<file path="config.mk">
export PLATFORM = sky130hd
export DESIGN_NAME = mux_scan_ctrl
export DESIGN_NICKNAME = d
export VERILOG_FILES = /design/src/rtl/mux_scan_ctrl.sv
export SDC_FILE = /design/constraint.sdc
export NUM_CORES = 1
export LEC_CHECK = 0
export ABC_CLOCK_PERIOD_IN_PS = 2000
export CORE_ASPECT_RATIO = 0.8
export CORE_MARGIN = 4
export CORE_UTILIZATION = 47
export CTS_CLUSTER_SIZE = 12
export DETAILED_ROUTE_END_ITERATION = 8
export PLACE_DENSITY = 0.76
export SLEW_MARGIN = 20
export SYNTH_ARGS = -nofsm -noshare
export SYNTH_HDL_FRONTEND = slang
export SYNTH_SLANG_ARGS = --single-unit
export TNS_END_PERCENT = 50
</file>
<file path="constraint.sdc">
create_clock -name clk -period 2 [get_ports clk]
set_input_delay 0.2 -clock clk [delete_from_list [all_inputs] [get_ports clk]]
set_output_delay 0.2 -clock clk [all_outputs]
set_load 0.1 [all_outputs]
</file>
<file path="src/rtl/mux_scan_ctrl.sv">
// Scan sequencer for an N-way input mux: walks sel, captures each channel into a
// snapshot, then offers it on a valid/ready handshake. Optional MUX_SCAN_DIFF_EN adds diff_mask.
module mux_scan_ctrl #(
  parameter int NUM_INP = 31,
  parameter int SEL_W   = 5,
  parameter int DATA_W  = 2,
  parameter int SETTLE  = 1
) (
  input  logic                      clk,
  input  logic                      rst_n,
  input  logic                      start,
  input  logic                      abort,
  input  logic [DATA_W-1:0]         mux_out,
  output logic [SEL_W-1:0]          sel,
  output logic                      busy,
  output logic                      snap_valid,
  input  logic                      snap_ready,
`ifdef MUX_SCAN_DIFF_EN
  output logic [NUM_INP*DATA_W-1:0] snap_data,
  output logic [NUM_INP-1:0]        diff_mask
`else
  output logic [NUM_INP*DATA_W-1:0] snap_data
`endif
);

  localparam int CNT_W = 4;
  localparam logic [CNT_W-1:0] SETTLE_LAST = CNT_W'(SETTLE - 1);
  localparam logic [SEL_W-1:0] LAST_CH     = SEL_W'(NUM_INP - 1);

  typedef enum logic [1:0] {IDLE, SCAN, DONE} state_t;

  state_t                    r_state;
  logic [SEL_W-1:0]          r_sel;
  logic [CNT_W-1:0]          r_cnt;
  logic                      r_busy;
  logic                      r_valid;
  logic [NUM_INP*DATA_W-1:0] r_snap;
`ifdef MUX_SCAN_DIFF_EN
  logic [NUM_INP*DATA_W-1:0] r_prev;
`endif

  // NOTE: all state updates use non-blocking assignments so every register samples pre-edge values.
  always_ff @(posedge clk) begin
    if (!rst_n) begin
      r_state <= IDLE;
      r_sel   <= '0;
      r_cnt   <= '0;
      r_busy  <= 1'b0;
      r_valid <= 1'b0;
      r_snap  <= '0;
`ifdef MUX_SCAN_DIFF_EN
      r_prev  <= '0;
`endif
    end else begin
      unique case (r_state)
        IDLE: begin
          if (start && !abort) begin
            r_state <= SCAN;
            r_sel   <= '0;
            r_cnt   <= '0;
            r_busy  <= 1'b1;
          end
        end
        SCAN: begin
          if (abort) begin
            r_state <= IDLE;
            r_sel   <= '0;
            r_cnt   <= '0;
            r_busy  <= 1'b0;
          end else if (r_cnt == SETTLE_LAST) begin
            // Mux output has settled for SETTLE cycles: latch it into this channel's slot.
            for (int i = 0; i < NUM_INP; i++) begin
              if (r_sel == SEL_W'(i)) r_snap[i*DATA_W +: DATA_W] <= mux_out;
            end
            r_cnt <= '0;
            if (r_sel == LAST_CH) begin
              r_sel   <= '0;
              r_valid <= 1'b1;
              r_state <= DONE;
            end else begin
              r_sel <= r_sel + 1'b1;
            end
          end else begin
            r_cnt <= r_cnt + 1'b1;
          end
        end
        DONE: begin
          if (snap_ready) begin
            r_valid <= 1'b0;
            r_busy  <= 1'b0;
            r_state <= IDLE;
`ifdef MUX_SCAN_DIFF_EN
            r_prev  <= r_snap;
`endif
          end
        end
        default: r_state <= IDLE;
      endcase
    end
  end

  assign sel        = r_sel;
  assign busy       = r_busy;
  assign snap_valid = r_valid;
  assign snap_data  = r_snap;

`ifdef MUX_SCAN_DIFF_EN
  logic [NUM_INP-1:0] w_diff;
  always_comb begin
    w_diff = '0;
    for (int i = 0; i < NUM_INP; i++) begin
      w_diff[i] = (r_snap[i*DATA_W +: DATA_W] != r_prev[i*DATA_W +: DATA_W]);
    end
  end
  assign diff_mask = w_diff;
`endif

endmodule

</file>
# Word level (Yosys, flattened, before mapping)
# Index checks and enable logic that the tools add are counted.
# word_totals
register_bits	75
elab_cells	146
# op_classes
eq_ne	40
mux	23
bitwise_logic	1
n_reduce_logical	44
addsub	2
# op_table
op	n
4-bit AND reduction	33
5-bit == test (second input constant)	15
5-bit by 4-bit == test with 1-bit output (second input constant)	8
5-bit by 3-bit == test with 1-bit output (second input constant)	4
5-bit two-way mux	4
4-bit two-way mux	3
2-bit inequality test (second input constant)	6
5-bit by 2-bit == test with 1-bit output (second input constant)	2
2-bit two-way mux	5
5-bit case mux with 2 select lines	1
4-bit case mux with 2 select lines	1
1-bit two-way mux	6
3-bit inequality test (second input constant)	2
2-bit case mux with 3 select lines	1
5-bit by 1-bit adder with 5-bit output (second input constant)	1
5-bit by 1-bit == test with 1-bit output (second input constant)	1
5-bit logical NOT	1
5-bit AND reduction	1
4-bit by 1-bit adder with 4-bit output (second input constant)	1
4-bit logical NOT	1
2-bit nonzero test	2
1-bit case mux with 3 select lines	1
3-bit AND reduction	1
3-bit nonzero test	1
8 further kinds	8

# Longest topological paths before layout
# Gate-level depths: netlist (run 1).
# logic_depth
depth_word	5
ltp_mapped	7
ltp_nobuf	7

# Worst setup path after synthesis (run 1)
# OpenSTA, ideal clock, no wires.
# synth_timing
path_type	flip-flop to flip-flop
startpoint	register r_sel[1], in the netlist sel[1]
endpoint	register r_sel[4], in the netlist sel[4]
arrival_time_ns	2.380
period_less_slack_ns	2.450
required_ns	1.930
slack_ns	-0.450
setup_ns	0.070
path_stages_with_launch	7
path_buffers	0
path_cell_list	dfxtp_1 -> ha_1 -> inv_1 -> nor2_1 -> ha_1 -> or4_1 -> a21oi_1
# synth_via
elab_chain_cells	5
# synth_lines
element	line_no	rtl
from (decl)	33	logic [SEL_W-1:0] r_sel;
from (signal assigned)	81	r_sel <= r_sel + 1'b1;
5-bit by 1-bit adder with 5-bit output / 5-bit == test (equally long branches)	81, 76	
5-bit two-way mux *	76	if (r_sel == LAST_CH) begin
5-bit two-way mux *	70	end else if (r_cnt == SETTLE_LAST) begin
5-bit two-way mux *	65	if (abort) begin
5-bit case mux with 2 select lines *	55	unique case (r_state)
# Every way passes the cells marked *; elsewhere a longest branch is shown, timed or not. The select of a mux whose other input is x is not followed.
# A chain may end at the register's enable or synchronous reset.

# Worst setup path after layout (run 1)
# layout_timing
startpoint	register r_cnt[0]
endpoint	register r_snap[41], in the netlist snap_data[41]
# layout_via
elab_chain_cells	2
# layout_lines
element	line_no	rtl
from (decl)	34	logic [CNT_W-1:0] r_cnt;
from (signal assigned)	84	r_cnt <= r_cnt + 1'b1;
4-bit logical NOT	70	
4-bit AND reduction (no source line)	-	
to (signal, indexed assignment)	73	if (r_sel == SEL_W'(i)) r_snap[i*DATA_W +: DATA_W] <= mux_out;
to (decl)	37	logic [NUM_INP*DATA_W-1:0] r_snap;
# No other way between the ends.

==> results.yml, run 1 <==
detailed_routing:
  wirelength_um: 8380
  vias: 2820
  drc: 0
  dr.pass1.iters: 4
  first_iter_violations: 79
  wl_per_cell_um: 15.8
  routed_via_density: 5.31
  ant_nets: 0
floorplanning:
  die_area_um2: 8370
  coreArea_um2: 6570
  pin_count: 76
  start_util_pct: 49.8
  fp.dieW_um: 101
  fp.dieH_um: 82.6
  fp-row-count: 26
synth:
  yosys.area_share.xor_xnor_pct: 0
  synth_largest_area_cell: "dfxtp_1"
  yosys.area_share.simple_pct: 21.6
  postSynthCellCount: 353
  synth_compound_gate_area_share_pct: 6.85
  avgSynthCellArea_um2: 9.27
  synthTopCellsByArea: "dfxtp_1 46%, mux2i_1 17%, nand2_1 5.0%"
  synth_area_um2: 3270
  synth_fa_ha_area_share_pct: 4.21
  syn_nets: 371
  netlist.area_leader.share_pct: 45.9
  ys.flop_type: "dfxtp_1"
  ys_async_sr_fraction_pct: 0
  yosysWarnings: 0
  synth_top_family_by_area: "simple AND/OR/NAND/NOR gates"
  seq_area_frac_synth_pct: 45.9
  synth-edff-count: 0
  yosysMostFrequentCell: "dfxtp_1"
  netlist-cell-type-count: 43
  synthMuxAreaShare_pct: 17.5
  synthTopCellsByCount: "75 x dfxtp_1, 56 x mux2i_1, 44 x nand2_1, 41 x nor2_1, 21 x nand3_1"
  synth_seq_cells: 75
hold_path:
  hold_end: "snap_data[32]$_SDFFE_PN0P_"
  hold_start: "snap_data[32]$_SDFFE_PN0P_"
  whs_path_depth: 2
  holdCritPathClass: "reg -> reg"
place:
  globalplace.congestion: 0.858
  io_buffers: 75
  post-place-ws_ns: 0.0174
  dp.cells: 516
  dp_hpwl_um: 6020
  dpl_cell_area_um2: 4070
flow_run:
  maxCapViolCount: 0
clock_tree:
  clockRootBuffer: "clkbuf_8"
  post_cts_resized: 0
  cts.clk_slew.worst_paths_ns: 0.08
  ctsHoldBuffers: 0
  clock_latency_ns: 0.35
  cts_tree: "done"
  cts_sinks: 75
  cts_buffer_depth: 2
  cts_max_level: 3
  cts_made_buffers: 9
  cts_setup_buffers: 0
power_and_ir_drop:
  power_mw: 3.50
  pwr_density_cell_nw_per_um2: 812
  vdd_drop_max_mv: 0.427
  p_leak_nw: 1.90
timing:
  whs_ns: 0.463
  max_freq_mhz: 527
  period_share_pct: 94.8
  setup_ws_ns: 0.104
  period_minus_slack_ns: 1.90
  fin_setup_tns_ns: 0
  worst_pin_slew_ns: 0.568
  slew_headroom_pct: 61.2
  fin_skew_ns: 0.00908
  rsz0062_at_grt: "true"
  report.final.slew_viol_count: 0
  hold_viol: 0
  final-setup-viol-count: 0
global_routing:
  grt_pass1_wl_um: 13700
  gr-total-overflow: 0
  grt_pass1_vias: 2799
  grt_max_degree: 25
  gr-usage-all-layers_pct: 21.1
  antenna_found_initial: 0
setup_path:
  path_class: "reg -> reg"
  reg2reg_depth: 6
  critPathMaxFanout: 7
  crit_start: "r_cnt[0]$_SDFFE_PN0P_"
  worstPathArrival_ns: 2.15
  cp_slowest_cell: "nor3b_4"
  crit_chain: "inv_1 -> ha_1 -> nor3b_4 -> nand4_1 -> nor2_1 -> mux2i_1"
  cp_num_buf_inv: 1
  critPathLaunchType: "register"
  critical_path.top_delay_family: "simple AND/OR/NAND/NOR gates"
  crit_path_max_incr_delay_ns: 0.36
  r2r_end: "snap_data[41]$_SDFFE_PN0P_"
  r2r_slack_ns: 0.10
  crit_path_end_kind: "register"
  required_ns: 2.25
  reg2reg_from: "r_cnt[0]$_SDFFE_PN0P_"
layout:
  nets: 461
  drive_above_1_share_pct: 28.2
  finalNonFillerCells: 531
  final_area_um2: 4300
  antenna_cells: 0
  finish.utilization_pct: 65.5
  area_growth_pct: 31.5
run_status:
  status: "finished, final reports clean"
## flip-flops by register name, summed over array words and instances, names as in the netlist
| register | count |
|---|---|
| sel | 5 |
| snap_valid | 1 |
| r_state | 2 |
| busy | 1 |
| snap_data | 62 |
| r_cnt | 4 |
## logic make-up after synthesis
kind of cell | count (synthesis)
AO/OA/AOI/OAI | 35
AND/OR/NAND/NOR | 144
flip-flops | 75
adder cells (fa/ha/maj) | 11
multiplexers | 57
buffers and inverters | 31
## layer usage
| metal | routed length (µm) | vias up | global-route usage (%) |
|---|---|---|---|
| met5 | 0 | - | 0 |
| met4 | 74 | 0 | 6.64 |
| met3 | 469 | 10 | 5.29 |
| met2 | 3810 | 68 | 32.9 |
| met1 | 4020 | 1340 | 28.9 |
| li1 | - | 1402 | - |
## where the power goes
| group | leakage, nW | internal, mW | switching (mW) | total (mW) |
|---|---|---|---|---|
| clock network | 0.110 | 0.701 | 0.569 | 1.27 |
| registers | 0.608 | 1.52 | 0.0229 | 1.55 |
| logic | 1.18 | 0.244 | 0.436 | 0.680 |
## tightest hold or removal path, stage by stage (launching register included)
cell and delay, ns:
dfxtp_1 0.31, nand2_1 0.05, mux2i_1 0.05
## worst max path at each step
stage                                  to  slack (ns)  cells after the start
6_report       snap_data[41]$_SDFFE_PN0P_        0.10                      6
3_5_place_dp   snap_data[36]$_SDFFE_PN0P_        0.02                      5
5_1_grt        snap_data[38]$_SDFFE_PN0P_       -0.02                      8
3_3_place_gp   snap_data[24]$_SDFFE_PN0P_        0.06                      6
2_1_floorplan         sel[4]$_SDFFE_PN0P_        0.03                      5
4_1_cts        snap_data[41]$_SDFFE_PN0P_        0.06                      6
## area by class of cell
class                           instances  area [µm²]
Clock buffer                            9         124
Clock inverter                          6        88.8
Fill cell                             548        2270
Inverter                                9        33.8
Multi-Input combinational cell        247        1660
Sequential cell                        75        1520
Tap cell                               84         105
Timing Repair Buffer                  101         773
## placed cells by master, fill, tap and decap left out, types with 2 or more instances in the layout
cell type / instances
bufinv_16: 2
nand2_1: 44
a32o_1: 4
nand3_1: 21
and2_1: 4
mux2i_1: 56
dfxtp_4: 4
nor4_2: 2
inv_1: 9
dfxtp_1: 70
clkdlybuf4s50_1: 6
clkbuf_8: 9
buf_4: 95
a211oi_1: 2
ha_1: 11
nor3_1: 2
nand3b_1: 2
nor4b_1: 2
a21oi_1: 6
nor2_2: 3
nand4_1: 2
nor2_1: 39
o21ai_0: 14
nor4bb_1: 2
nand2b_1: 7
nor4_1: 4
(Power assumes the default switching activity.)
==> inputs of run 2 (changes only) <==
--- a/config.mk
+++ b/config.mk
@@ -11,6 +11,8 @@
 export CORE_UTILIZATION = 47
 export CTS_CLUSTER_SIZE = 12
 export DETAILED_ROUTE_END_ITERATION = 8
+export GPL_TIMING_DRIVEN = 0
+export MAX_ROUTING_LAYER = met4
 export PLACE_DENSITY = 0.76
 export SLEW_MARGIN = 20
 export SYNTH_ARGS = -nofsm -noshare
==> results.yml, run 2 (synthesis gave the netlist of run 1 again) <==
timing:
  fin_skew_ns: 0.0104
  worst_pin_slew_ns: 0.993
  period_share_pct: 98.3
  fin_setup_tns_ns: 0
  rsz0062_at_grt: "true"
  setup_ws_ns: 0.0349
  slew_headroom_pct: 34.1
  period_minus_slack_ns: 1.97
  hold_viol: 0
  max_freq_mhz: 509
  final-setup-viol-count: 0
  report.final.slew_viol_count: 0
floorplanning:
  pin_count: 76
  start_util_pct: 49.8
  fp.dieH_um: 82.6
  coreArea_um2: 6570
  fp.dieW_um: 101
  die_area_um2: 8370
  fp-row-count: 26
setup_path:
  worstPathArrival_ns: 2.25
  critical_path.top_delay_family: "simple AND/OR/NAND/NOR gates"
  cp_slowest_cell: "nor3b_4"
  reg2reg_from: "r_cnt[0]$_SDFFE_PN0P_"
  reg2reg_depth: 6
  critPathMaxFanout: 7
  crit_chain: "inv_1 -> ha_4 -> nor3b_4 -> nand4_1 -> nor2_1 -> mux2i_1"
  crit_path_end_kind: "register"
  path_class: "reg -> reg"
  cp_num_buf_inv: 1
  r2r_slack_ns: 0.03
  critPathLaunchType: "register"
  required_ns: 2.28
  r2r_end: "snap_data[59]$_SDFFE_PN0P_"
  crit_path_max_incr_delay_ns: 0.40
power_and_ir_drop:
  pwr_density_cell_nw_per_um2: 761
  vdd_drop_max_mv: 0.491
  power_mw: 3.28
  p_leak_nw: 1.99
hold_path:
  hold_start: "mux_out[1]"
  holdCritPathClass: "in -> reg"
  whs_path_depth: 3
  hold_end: "snap_data[13]$_SDFFE_PN0P_"
clock_tree:
  cts_max_level: 3
  cts_tree: "done"
  cts.clk_slew.worst_paths_ns: 0.09
  cts_sinks: 75
  clockRootBuffer: "clkbuf_8"
  cts_buffer_depth: 2
  clock_latency_ns: 0.36
  cts_setup_buffers: 0
  cts_made_buffers: 9
global_routing:
  grt_max_degree: 14
  gr-total-overflow: 0
  gr-usage-all-layers_pct: 22.0
  grt_pass1_vias: 2807
  grt_pass1_wl_um: 13900
  antenna_found_initial: 0
layout:
  num-fill-cells: 563
  antenna_cells: 0
  nets: 454
  finish.utilization_pct: 65.6
  final_common_cell: "dfxtp_1"
  area_growth_pct: 31.7
  final_cell_mix: "70 x dfxtp_1, 69 x dlygate4sd2_1, 56 x mux2i_1, 43 x nand2_1, 36 x nor2_1"
  final_area_um2: 4310
  largest_reg_flops: 62
  drive_above_1_share_pct: 11.1
place:
  globalplace.congestion: 0.850
  io_buffers: 73
  dp_hpwl_um: 6290
  dpl_cell_area_um2: 4120
  post-place-ws_ns: -0.108
detailed_routing:
  drc: 0
  ant_nets: 0
  wirelength_um: 8630
  wl_per_cell_um: 16.4
  first_iter_violations: 199
  vias: 2845
  routed_via_density: 5.42
  dr.pass1.iters: 4
flow_run:
  maxCapViolCount: 0
run_status:
  status: "finished, final reports clean"
## run 2: changes by cell type in the layout (fill, tap and decap cells not counted), sizes merged
cell           previous run  this run
buf                      95         7
clkdlybuf4s50             6         4
clkinvlp                  0         1
bufinv                    2         0
dlygate4sd2               0        69
clkbuf                    9        25
## run 2: worst max path at each step
stage	from	to	slack, ns	cells past startpoint
floorplan	sel[4]$_SDFFE_PN0P_	sel[4]$_SDFFE_PN0P_	0.03	5
global placement	abort	sel[3]$_SDFFE_PN0P_	-0.07	5
detailed placement	abort	snap_data[44]$_SDFFE_PN0P_	-0.11	5
CTS	r_state[1]$_SDFFE_PN0P_	snap_data[27]$_SDFFE_PN0P_	-0.01	6
global route	r_state[1]$_SDFFE_PN0P_	snap_data[58]$_SDFFE_PN0P_	-0.07	7
finish	r_cnt[0]$_SDFFE_PN0P_	snap_data[59]$_SDFFE_PN0P_	0.03	6
## run 2: layout make-up
class                   count  area, µm²  area share [%]
well taps                  84        105            2.44
repair buffers             73        644            15.0
clock inverters             5       36.3           0.842
plain buffers              21       91.3            2.12
clock buffers              11        141            3.28
flip-flops and latches     75       1520            35.2
multi-input cells         247       1740            40.4
inverters                   9       33.8           0.784
## run 2: report_power, final
| part | internal, mW | total, mW | switching, mW |
|---|---|---|---|
| logic | 0.202 | 0.644 | 0.442 |
| registers | 1.52 | 1.54 | 0.0210 |
| clock network | 0.490 | 1.09 | 0.600 |
| total | 2.22 | 3.28 | 1.06 |
## run 2: metal layers
| layer | GRT usage, % | wire length (µm) | part of all wire (%) | up-vias |
|---|---|---|---|---|
| met5 | - | 0 | 0 | - |
| met2 | 32.8 | 3930 | 46 | 96 |
| li1 | - | - | - | 1381 |
| met4 | 5.71 | 89 | 1.0 | 0 |
| met1 | 29.4 | 4040 | 47 | 1355 |
| met3 | 6.30 | 571 | 6.6 | 13 |
## run 2: metrics by stage
| stage | instances | hold WS (ns) |
|---|---|---|
| after floorplan | 353 | 0.302 |
| after global placement | 510 | 0.445 |
| after detailed placement | 510 | 0.446 |
| after CTS | 526 | 0.310 |
| after global routing | 525 | 0.330 |
| final | 525 | 0.327 |
## run 2: timing repair
action                     CTS  global route
pin swaps                    0             2
hold buffers                 0             0
resized for setup           71            18
setup endpoints to repair   75            65
## run 2: tightest hold or removal path, stage by stage
cell and delay, ns:
clkbuf_1 0.21, mux2i_1 0.19, nor2_1 0.05
==> inputs of run 3 (changes only) <==
==> constraint.sdc (replaced) <==
create_clock -name clk -period 2 [get_ports clk]
set_input_delay 0.2 -clock clk [delete_from_list [all_inputs] [get_ports clk]]
set_output_delay 0.2 -clock clk [all_outputs]
set_load 0.01 [all_outputs]
==> results.yml, run 3 (synthesis gave the netlist of run 1 again) <==
place:
  dp_hpwl_um: 6200
  io_buffers: 73
  post-place-ws_ns: -0.131
  globalplace.congestion: 0.898
power_and_ir_drop:
  power_frac_seq_pct: 45.5
  switchingPower_uw: 928
  comb_power_share_pct: 17.1
  pwr_density_cell_nw_per_um2: 770
  vdd_drop_max_mv: 0.466
  clockPowerShare_pct: 37.4
  switching_share_pct: 27.1
  p_leak_nw: 1.67
  internal_power_mw: 2.49
clock_tree:
  cts_max_level: 3
  cts_buffer_depth: 2
  cts.clk_slew.worst_paths_ns: 0.07
  cts_sinks: 75
  cts_made_buffers: 9
  cts_tree: "done"
  clockRootBuffer: "clkbuf_8"
  clock_latency_ns: 0.35
floorplanning:
  coreArea_um2: 6570
  start_util_pct: 49.8
  die_area_um2: 8370
  fp-row-count: 26
  fp.dieW_um: 101
  pin_count: 76
  fp.dieH_um: 82.6
timing:
  worst_pin_slew_ns: 0.556
  hold_viol: 0
  period_share_pct: 96.1
  fin_skew_ns: 0.00707
  rsz0062_at_grt: "true"
  fin_setup_tns_ns: 0
  max_freq_mhz: 520
  slew_headroom_pct: 62.6
  final-setup-viol-count: 0
  period_minus_slack_ns: 1.92
  setup_ws_ns: 0.0780
  report.final.slew_viol_count: 0
layout:
  num-fill-cells: 528
  area_growth_pct: 35.8
  ff_latch_area_um2: 1500
  final_common_cell: "dfxtp_1"
  drive_above_1_share_pct: 11.1
  multi_input_area_um2: 1740
  final_cell_mix: "74 x dfxtp_1, 73 x clkdlybuf4s50_1, 56 x mux2i_1, 43 x nand2_1, 34 x nor2_1"
  antenna_cells: 0
  finish.utilization_pct: 67.6
  nets: 457
  largest_reg_flops: 62
detailed_routing:
  drc: 0
  wl_per_cell_um: 17.1
  wirelength_um: 9030
  vias: 2959
  first_iter_violations: 177
  routed_via_density: 5.61
  dr.pass1.iters: 5
  ant_nets: 0
global_routing:
  grt_pass1_wl_um: 14400
  antenna_found_initial: 0
  gr-usage-all-layers_pct: 22.8
  grt_pass1_vias: 2894
  gr-total-overflow: 0
  grt_max_degree: 13
run_status:
  status: "finished, final reports clean"
flow_run:
  maxCapViolCount: 0
setup_path:
  required_ns: 2.28
  critPathLaunchType: "register"
  crit_path_end_kind: "register"
  path_class: "reg -> reg"
  critPathMaxFanout: 6
  worstPathArrival_ns: 2.20
hold_path:
  holdCritPathClass: "in -> reg"
[run 3: cell types whose count changed in the layout (fill, tap and decap cells not counted), moves of 4 or more]
cell and delta:
dlygate4sd2_1 -69, dfxtp_4 -4, clkdlybuf4s50_1 +69, dfxtp_1 +4
[run 3: final cells by class]
| type | count | share of cell area (%) |
|---|---|---|
| tap | 84 | 2.36 |
| inverter | 9 | 0.760 |
| timing repair buffer | 75 | 16.8 |
| buffer | 22 | 2.17 |
| multi-input combinational | 247 | 39.2 |
| clock buffer | 11 | 3.18 |
| sequential | 75 | 33.8 |
| clock inverter | 4 | 1.69 |
[run 3: worst paths after layout]
path                                                 start  slack [ns]                          to  cells past startpoint
worst max-delay path                 r_cnt[0]$_SDFFE_PN0P_        0.08  snap_data[44]$_SDFFE_PN0P_                      6
worst min-delay path                            mux_out[1]        0.35  snap_data[21]$_SDFFE_PN0P_                      3
worst max register to register       r_cnt[0]$_SDFFE_PN0P_        0.08  snap_data[44]$_SDFFE_PN0P_                      6
worst min register to register  snap_data[50]$_SDFFE_PN0P_        0.46  snap_data[50]$_SDFFE_PN0P_                      2
[run 3: power groups by stage]
stage          registers [mW]  clock network (mW)  logic (mW)
4_1_cts                  1.55                1.30       0.530
3_3_place_gp             1.58                   0       0.506
6_report                 1.56                1.28       0.585
5_1_grt                  1.56                1.34       0.650
3_5_place_dp             1.58                   0       0.516
2_1_floorplan            1.59                   0       0.363
[run 3: repair_timing]
action | 4_1_cts | 5_1_grt
setup buffers | 0 | 2
setup endpoints to repair | 5 | 63
endpoints found under the hold margin | 0 | 0
hold buffers | 0 | 0
resized for setup | 3 | 23
[run 3: critical path, stage by stage (launching register included)]
cell and delay [ns]:
dfxtp_1 0.33, inv_1 0.10, ha_2 0.26, nand4bb_2 0.25, or3_4 0.50, nor2_2 0.20, mux2i_1 0.20
[run 3: metrics by stage]
stage	hold WS (ns)	cell area, µm²	instances	power, mW
after detailed placement	0.450	4110	510	2.10
after CTS	0.332	4340	525	3.37
after global placement	0.442	4110	510	2.09
after floorplan	0.302	3270	353	1.95
final	0.353	4440	527	3.42
after global routing	0.406	4440	527	3.56
[run 3: layer usage]
layer | part of all wire (%) | routed length, µm | up-vias | GRT usage [%]
met5 | 0 | 0 | - | -
met4 | 1.5 | 136 | 0 | 5.71
met3 | 7.6 | 685 | 15 | 6.80
met2 | 45 | 4040 | 126 | 33.9
met1 | 46 | 4160 | 1431 | 30.6
li1 | - | - | 1387 | -
